**src/rtl/btb_update_ctrl_if.sv**
```systemverilog
// rtl/btb_update_ctrl_if.sv - BTB update request and write-port bundle
interface btb_update_ctrl_if #(
    parameter int BTB_DEPTH = 128,
    parameter int IDXW      = $clog2(BTB_DEPTH)
);
    logic            ex_valid;
    logic [29:0]     ex_pc;
    logic [1:0]      ex_br_type;
    logic [29:0]     ex_br_target;
    logic            pd_valid;
    logic            pd_ready;
    logic [29:0]     pd_pc;
    logic [1:0]      pd_br_type;
    logic [29:0]     pd_br_target;
    logic            flush_req;
    logic            flush_busy;
    logic            btb_update;
    logic [29:0]     btb_update_pc;
    logic [1:0]      btb_update_br_type;
    logic [29:0]     btb_update_br_target;
    logic            btb_inv;
    logic [IDXW-1:0] btb_inv_index;
    logic [7:0]      drop_cnt;

    modport slave (
        input  ex_valid, ex_pc, ex_br_type, ex_br_target,
        input  pd_valid, pd_pc, pd_br_type, pd_br_target, flush_req,
        output pd_ready, flush_busy, btb_update, btb_update_pc, btb_update_br_type,
        output btb_update_br_target, btb_inv, btb_inv_index, drop_cnt
    );

    modport master (
        output ex_valid, ex_pc, ex_br_type, ex_br_target,
        output pd_valid, pd_pc, pd_br_type, pd_br_target, flush_req,
        input  pd_ready, flush_busy, btb_update, btb_update_pc, btb_update_br_type,
        input  btb_update_br_target, btb_inv, btb_inv_index, drop_cnt
    );
endinterface

```
**src/rtl/btb_update_ctrl.sv**
```systemverilog
// rtl/btb_update_ctrl.sv - BTB write sequencer: ex/pd arbitration, update FIFO, invalidate sweep
module btb_update_ctrl #(
    parameter int FIFO_DEPTH = 4,
    parameter int BTB_DEPTH  = 128,
    parameter int IDXW       = $clog2(BTB_DEPTH)
) (
    input  logic             clk,
    input  logic             rstn,
    btb_update_ctrl_if.slave bus
);
    localparam int PW = $clog2(FIFO_DEPTH);
    localparam int CW = PW + 1;
    localparam int EW = 62;

    typedef enum logic {S_IDLE, S_SWEEP} state_t;

    state_t          r_state, w_state_nxt;
    logic [IDXW-1:0] r_inv_idx, w_inv_idx_nxt;
    logic [EW-1:0]   r_mem [FIFO_DEPTH];
    logic [PW-1:0]   r_rd_ptr, r_wr_ptr;
    logic [CW-1:0]   r_count;
    logic [7:0]      r_drop_cnt;
    logic            r_upd;
    logic [EW-1:0]   r_upd_data;

    logic            w_accept_ok, w_pop_fifo, w_ex_push, w_pd_push, w_ex_drop;
    logic            w_bypass, w_pop;
    logic [CW-1:0]   w_free;
    logic [1:0]      w_n_in, w_n_wr;
    logic [EW-1:0]   w_ex_ent, w_pd_ent, w_in0, w_wr0, w_head;

    assign w_ex_ent    = {bus.ex_br_type, bus.ex_pc, bus.ex_br_target};
    assign w_pd_ent    = {bus.pd_br_type, bus.pd_pc, bus.pd_br_target};
    assign w_accept_ok = (r_state == S_IDLE) && !bus.flush_req;
    assign w_pop_fifo  = w_accept_ok && (r_count != '0);
    assign w_free      = CW'(FIFO_DEPTH) - r_count + CW'(w_pop_fifo);

    assign bus.pd_ready = rstn && w_accept_ok && (w_free > CW'(bus.ex_valid));
    assign w_ex_push    = w_accept_ok && bus.ex_valid && (w_free != '0);
    // Same-pc pd duplicates the ex update; ex carries the resolved outcome
    assign w_pd_push    = bus.pd_valid && bus.pd_ready
                          && !(bus.ex_valid && (bus.ex_pc == bus.pd_pc));
    assign w_ex_drop    = bus.ex_valid
                          && ((r_state == S_SWEEP) || (w_accept_ok && (w_free == '0)));

    // With an empty FIFO the oldest incoming request goes straight to the write port
    assign w_in0    = w_ex_push ? w_ex_ent : w_pd_ent;
    assign w_n_in   = {1'b0, w_ex_push} + {1'b0, w_pd_push};
    assign w_bypass = (r_count == '0) && (w_n_in != 2'd0);
    assign w_pop    = w_pop_fifo || w_bypass;
    assign w_head   = w_bypass ? w_in0 : r_mem[r_rd_ptr];
    assign w_n_wr   = w_n_in - {1'b0, w_bypass};
    assign w_wr0    = w_bypass ? w_pd_ent : w_in0;

    always_ff @(posedge clk) begin
        if (w_n_wr != 2'd0) r_mem[r_wr_ptr] <= w_wr0;
        if (w_n_wr == 2'd2) r_mem[PW'(r_wr_ptr + 1'b1)] <= w_pd_ent;
    end

    always_ff @(posedge clk or negedge rstn) begin
        if (!rstn) begin
            r_rd_ptr <= '0;
            r_wr_ptr <= '0;
            r_count  <= '0;
        end else if ((r_state == S_IDLE) && bus.flush_req) begin
            r_rd_ptr <= '0;
            r_wr_ptr <= '0;
            r_count  <= '0;
        end else begin
            r_rd_ptr <= r_rd_ptr + PW'(w_pop_fifo);
            r_wr_ptr <= r_wr_ptr + PW'(w_n_wr);
            r_count  <= r_count + CW'(w_n_wr) - CW'(w_pop_fifo);
        end
    end

    always_ff @(posedge clk or negedge rstn) begin
        if (!rstn) begin
            r_upd      <= 1'b0;
            r_upd_data <= '0;
            r_drop_cnt <= '0;
        end else begin
            r_upd <= w_pop;
            if (w_pop) r_upd_data <= w_head;
            if (w_ex_drop && (r_drop_cnt != 8'hff)) r_drop_cnt <= r_drop_cnt + 8'd1;
        end
    end

    always_ff @(posedge clk or negedge rstn) begin
        if (!rstn) begin
            r_state   <= S_IDLE;
            r_inv_idx <= '0;
        end else begin
            r_state   <= w_state_nxt;
            r_inv_idx <= w_inv_idx_nxt;
        end
    end

    always_comb begin
        w_state_nxt   = r_state;
        w_inv_idx_nxt = r_inv_idx;
        case (r_state)
            S_IDLE: begin
                if (bus.flush_req) begin
                    w_state_nxt   = S_SWEEP;
                    w_inv_idx_nxt = '0;
                end
            end
            S_SWEEP: begin
                if (bus.flush_req) begin
                    w_inv_idx_nxt = '0;
                end else if (r_inv_idx == IDXW'(BTB_DEPTH - 1)) begin
                    w_state_nxt   = S_IDLE;
                    w_inv_idx_nxt = '0;
                end else begin
                    w_inv_idx_nxt = r_inv_idx + 1'b1;
                end
            end
            default: begin
                w_state_nxt   = S_IDLE;
                w_inv_idx_nxt = '0;
            end
        endcase
    end

    assign bus.btb_update           = r_upd;
    assign bus.btb_update_br_type   = r_upd_data[61:60];
    assign bus.btb_update_pc        = r_upd_data[59:30];
    assign bus.btb_update_br_target = r_upd_data[29:0];
    assign bus.btb_inv              = (r_state == S_SWEEP);
    assign bus.flush_busy           = (r_state == S_SWEEP);
    assign bus.btb_inv_index        = r_inv_idx;
    assign bus.drop_cnt             = r_drop_cnt;
endmodule
```
**src/flat_wrapper.sv**
```systemverilog
// flat-port wrapper written by rule: the top's interface ports become plain ports
module btb_update_ctrl_flat 
#(
    parameter int FIFO_DEPTH = 4,
    parameter int BTB_DEPTH  = 128,
    parameter int IDXW       = $clog2(BTB_DEPTH)
)
  (clk, rstn, bus_ex_valid, bus_ex_pc, bus_ex_br_type, bus_ex_br_target, bus_pd_valid, bus_pd_pc, bus_pd_br_type, bus_pd_br_target, bus_flush_req, bus_pd_ready, bus_flush_busy, bus_btb_update, bus_btb_update_pc, bus_btb_update_br_type, bus_btb_update_br_target, bus_btb_inv, bus_btb_inv_index, bus_drop_cnt);
  btb_update_ctrl_if #(.BTB_DEPTH(BTB_DEPTH), .IDXW(IDXW)) bus_i ();
  input  logic clk;
  input  logic rstn;
  input wire logic [$bits(bus_i.ex_valid)-1:0] bus_ex_valid;
  input wire logic [$bits(bus_i.ex_pc)-1:0] bus_ex_pc;
  input wire logic [$bits(bus_i.ex_br_type)-1:0] bus_ex_br_type;
  input wire logic [$bits(bus_i.ex_br_target)-1:0] bus_ex_br_target;
  input wire logic [$bits(bus_i.pd_valid)-1:0] bus_pd_valid;
  input wire logic [$bits(bus_i.pd_pc)-1:0] bus_pd_pc;
  input wire logic [$bits(bus_i.pd_br_type)-1:0] bus_pd_br_type;
  input wire logic [$bits(bus_i.pd_br_target)-1:0] bus_pd_br_target;
  input wire logic [$bits(bus_i.flush_req)-1:0] bus_flush_req;
  output wire logic [$bits(bus_i.pd_ready)-1:0] bus_pd_ready;
  output wire logic [$bits(bus_i.flush_busy)-1:0] bus_flush_busy;
  output wire logic [$bits(bus_i.btb_update)-1:0] bus_btb_update;
  output wire logic [$bits(bus_i.btb_update_pc)-1:0] bus_btb_update_pc;
  output wire logic [$bits(bus_i.btb_update_br_type)-1:0] bus_btb_update_br_type;
  output wire logic [$bits(bus_i.btb_update_br_target)-1:0] bus_btb_update_br_target;
  output wire logic [$bits(bus_i.btb_inv)-1:0] bus_btb_inv;
  output wire logic [$bits(bus_i.btb_inv_index)-1:0] bus_btb_inv_index;
  output wire logic [$bits(bus_i.drop_cnt)-1:0] bus_drop_cnt;
  assign bus_i.ex_valid = bus_ex_valid;
  assign bus_i.ex_pc = bus_ex_pc;
  assign bus_i.ex_br_type = bus_ex_br_type;
  assign bus_i.ex_br_target = bus_ex_br_target;
  assign bus_i.pd_valid = bus_pd_valid;
  assign bus_i.pd_pc = bus_pd_pc;
  assign bus_i.pd_br_type = bus_pd_br_type;
  assign bus_i.pd_br_target = bus_pd_br_target;
  assign bus_i.flush_req = bus_flush_req;
  assign bus_pd_ready = bus_i.pd_ready;
  assign bus_flush_busy = bus_i.flush_busy;
  assign bus_btb_update = bus_i.btb_update;
  assign bus_btb_update_pc = bus_i.btb_update_pc;
  assign bus_btb_update_br_type = bus_i.btb_update_br_type;
  assign bus_btb_update_br_target = bus_i.btb_update_br_target;
  assign bus_btb_inv = bus_i.btb_inv;
  assign bus_btb_inv_index = bus_i.btb_inv_index;
  assign bus_drop_cnt = bus_i.drop_cnt;
  btb_update_ctrl #(.FIFO_DEPTH(FIFO_DEPTH), .BTB_DEPTH(BTB_DEPTH), .IDXW(IDXW)) u_core (.clk(clk), .rstn(rstn), .bus(bus_i));
endmodule
```
**config.mk**
```make
export PLATFORM = sky130hd
export DESIGN_NAME = btb_update_ctrl_flat
export DESIGN_NICKNAME = d
export VERILOG_FILES = /design/src/rtl/btb_update_ctrl_if.sv /design/src/rtl/btb_update_ctrl.sv /design/src/flat_wrapper.sv
export SDC_FILE = /design/constraint.sdc
export NUM_CORES = 1
export LEC_CHECK = 0
export CELL_PAD_IN_SITES_DETAIL_PLACEMENT = 1
export CELL_PAD_IN_SITES_GLOBAL_PLACEMENT = 1
export CORE_ASPECT_RATIO = 1.5
export CORE_UTILIZATION = 35
export CTS_CLUSTER_DIAMETER = 80
export DETAILED_ROUTE_END_ITERATION = 6
export GPL_TIMING_DRIVEN = 0
export PLACE_DENSITY_LB_ADDON = 0.1
export SLEW_MARGIN = 25
export SYNTH_ARGS = -nofsm -noshare
export SYNTH_HDL_FRONTEND = slang
export SYNTH_SLANG_ARGS = --single-unit
```
**constraint.sdc**
```tcl
create_clock -name clk -period 16.8 [get_ports clk]
set_input_delay 3.36 -clock clk [delete_from_list [all_inputs] [get_ports clk]]
set_output_delay 3.36 -clock clk [all_outputs]
set_load 0.01 [all_outputs]
```
==> impl_metrics.yaml, run 1 <==
setup_path:
  crit_type: "in -> out"
  rrSetupSlack_ns: 9.94
  r2r-start: "u_core.bus.btb_inv$_DFF_PN0_"
  r2r_end: "u_core.r_mem[1][22]$_DFFE_PP_"
  cp-end-kind: "output pin"
  cp.required_ns: 13.44
  setup.worst_path.start_class: "input pin"
  cp_max_fo: 11
  critPathArrivalTime_ns: 7.17
  worst-r2r-cell-count: 23
timing:
  holdWs_ns: 0.499
  final_max_slew_viol_count: 0
  slew_headroom_pct: 40.2
  fin_skew_ns: 0.0189
  setup_viol: 0
  rsz0062_at_grt: "false"
  finalSetupTns_ns: 0
  setup_ws_ns: 6.27
  min_period_ns: 10.53
  worst_pin_slew_ns: 0.893
  timing.fmax_mhz: 95.0
  hold_viol_final: 0
  finalCritPeriodShare_pct: 62.7
pwr:
  p_leak_nw: 7.79
  comb_power_share_pct: 10.3
  clkPwrFrac_pct: 41.6
  cellPowerDensity_nw_per_um2: 89.2
  internal_power_w: 0.00149
  sequentialPowerShare_pct: 48.0
  vdd_drop_max_v: 0.0000545
  swShare_pct: 23.2
  p_switching_w: 0.000451
placement:
  gp_congestion: 0.728
  dp_worst_setup_slack_ns: 6.27
  hpwl_mm: 36.0
  placed_cells: 1961
  port_buffers: 209
grt:
  grt_use_total_pct: 20.8
  grt_overflow: 0
  grt_pass1_vias: 11700
  grt_pass1_wl_mm: 76.0
  antenna_found_initial: 1
  grt_max_degree: 56
synthesis:
  synth.distinct_cells: 53
  ys_ff_latch: 334
  synth_ff_type: "edfxtp_1"
  avgSynthCellArea_um2: 16.0
  synthArstFlopShare_pct: 25.7
  syn_area_um2: 17200
  synth-seq-area-share_pct: 55.8
  synth-edff-count: 248
  netlist_instances: 1072
  synth_warnings: 0
  syn_nets: 1215
min_path:
  hp-class: "reg -> reg"
  hold_path_end: "u_core.bus.drop_cnt[7]$_DFFE_PN0P_"
  min-delay-start: "u_core.bus.drop_cnt[7]$_DFFE_PN0P_"
  hold-path-cell-count: 1
final_layout:
  drive_gt1_share_pct: 31.9
  final_cell_mix: "edfxtp_1, clkdlybuf4s50_1, mux2_2, dfrtp_1, mux2_4"
  layoutNonFillerInstCount: 2033
  area.growth.synth_to_final_pct: 26.7
  nets: 1488
  final_common_cell: "edfxtp_1"
  final_core_util_pct: 44.9
clock_network:
  cts_root_buf: "clkbuf_16"
  cts_htree_levels: 2
  cts.repair.resized: 0
  holdBufCountCts: 0
  insertion_delay_ns: 0.54
  cts.path.max_buffers: 3
  cts_tree: "built"
  cts_buffers: 38
  cts_setup_buffers: 0
  clk_transition_reported_paths_ns: 0.06
  clkSinkCount: 334
route:
  drc: 0
  ant_nets: 0
  wirelength_mm: 50.9
  dr.pass1.iters: 4
  vias: 10500
  routed_via_density: 5.16
  wl_per_cell_um: 25.0
  detail_route.iter0.violations: 605
die:
  core_area_um2: 48600
  die-area_um2: 50100
  fp.dieW_um: 183
  rows: 99
  ios: 210
  dieHeight_um: 274
  initial_core_util_pct: 35.4
run_status:
  outcome: "finished, final reports clean"
flow_run:
  drv_cap: 0
## critical path: stages
cell and delay [ns]:
clkdlybuf4s50_1 0.63, nor2_4 0.35, nand2_1 0.28, inv_2 0.32, clkbuf_1 0.57, ha_1 0.41, ha_1 0.29, nor2_1 0.09
o311a_1 0.27, clkdlybuf4s50_1 0.59
## Yosys cell counts (all sizes together), types with 2 or more instances
cell type,n,area (um^2)
inv,13,48.8
nand2,20,77.6
o311a,2,20.0
nor4,2,12.5
nor2,19,78.8
o21ai,52,260
xnor2,34,298
nand3,7,45.0
nor3,2,10.0
dfrtp,86,2150
a22oi,61,458
mux2,250,3120
nor2b,3,18.8
nand4,15,93.8
clkbuf,17,63.8
a21oi,16,83.8
o31ai,2,15.0
ha,13,163
buf,53,393
o311ai,2,52.6
xor2,13,121
mux4,62,1400
mux2i,63,631
edfxtp,248,7450
## per-stage QoR
stage / cell area, um^2 / total power [W]
after global routing: 21800 / 0.00201
after global placement: 20100 / 0.00115
after detailed placement: 20600 / 0.00115
after floorplan: 17200 / 0.00103
after CTS: 21800 / 0.00197
final: 21800 / 0.00194
## routing by layer
metal / track usage [%] / routed length [um] / part of all wire, %
met1: 24.5 / 20100 / 39
met2: 39.1 / 27700 / 54
met3: 2.85 / 1960 / 3.8
met4: 5.66 / 1130 / 2.2
met5: 0 / 12 / 0.024
## cells by family after synthesis
group | Yosys count | synth area share (%)
adders and majority gates | 14 | 1.06
muxes | 375 | 29.9
xor gates and xnor gates | 47 | 2.44
DFF | 334 | 55.8
buffers and inverters | 84 | 2.97
AOI/OAI and AO/OA | 143 | 5.55
and+or+nand+nor | 75 | 2.29
## how the worst max path moves through the flow
stage	start	to	slack, ns
after CTS	bus_flush_req	bus_pd_ready	6.26
final	bus_flush_req	bus_pd_ready	6.27
after detailed placement	bus_flush_req	bus_pd_ready	6.27
after floorplan	bus_flush_req	u_core.r_mem[0][0]$_DFFE_PP_	5.04
after global routing	bus_flush_req	bus_pd_ready	6.06
after global placement	rstn	u_core.r_mem[2][9]$_DFFE_PP_	-4.38
## area by class of cell
class / instances / area, um^2
diodes: 2 / 5.00
plain buffers: 70 / 457
clock buffers: 60 / 1110
clock inverters: 10 / 73.8
fillers: 4852 / 26800
inverters: 14 / 53.8
multi-input cells: 654 / 7140
flip-flops and latches: 334 / 9600
well taps: 656 / 821
repair buffers: 233 / 2540
## flip-flops by register name (all words and copies together) (netlist names)
name and flops:
u_core.r_rd_ptr 2, u_core.r_count 3, u_core.r_wr_ptr 2, u_core.bus.btb_inv 1
u_core.r_mem 248, u_core.r_upd_data 62, u_core.bus.btb_inv_index 7, u_core.bus.btb_update 1
u_core.bus.drop_cnt 8
## power by group through the flow
stage,Sequential (W),Clock (W),Combinational [W]
after detailed placement,0.000950,0,0.000203
after global routing,0.000937,0.000855,0.000220
final,0.000934,0.000809,0.000201
after floorplan,0.000953,0,0.0000809
after CTS,0.000934,0.000831,0.000204
after global placement,0.000951,0,0.000198
(Power assumes the default switching activity.)
==> run 2, diff against run 1 <==
Clock period 16.8 ns to 11 ns, I/O delays scaled along.
==> results of run 2 <==
The final DEF is identical to that of run 1. Status: finished, final reports clean.
Among the figures that moved: setup slack after placement 6.27 ns -> 1.72 ns; setup slack after layout 6.27 ns -> 2.39 ns; end point of the critical path bus_pd_ready -> u_core.r_mem[1][22]$_DFFE_PP_; register-to-register setup slack 9.94 ns -> 4.14 ns; total power 0.00194 W -> 0.00297 W; worst IR drop on VDD 0.0000545 V -> 0.0000832 V
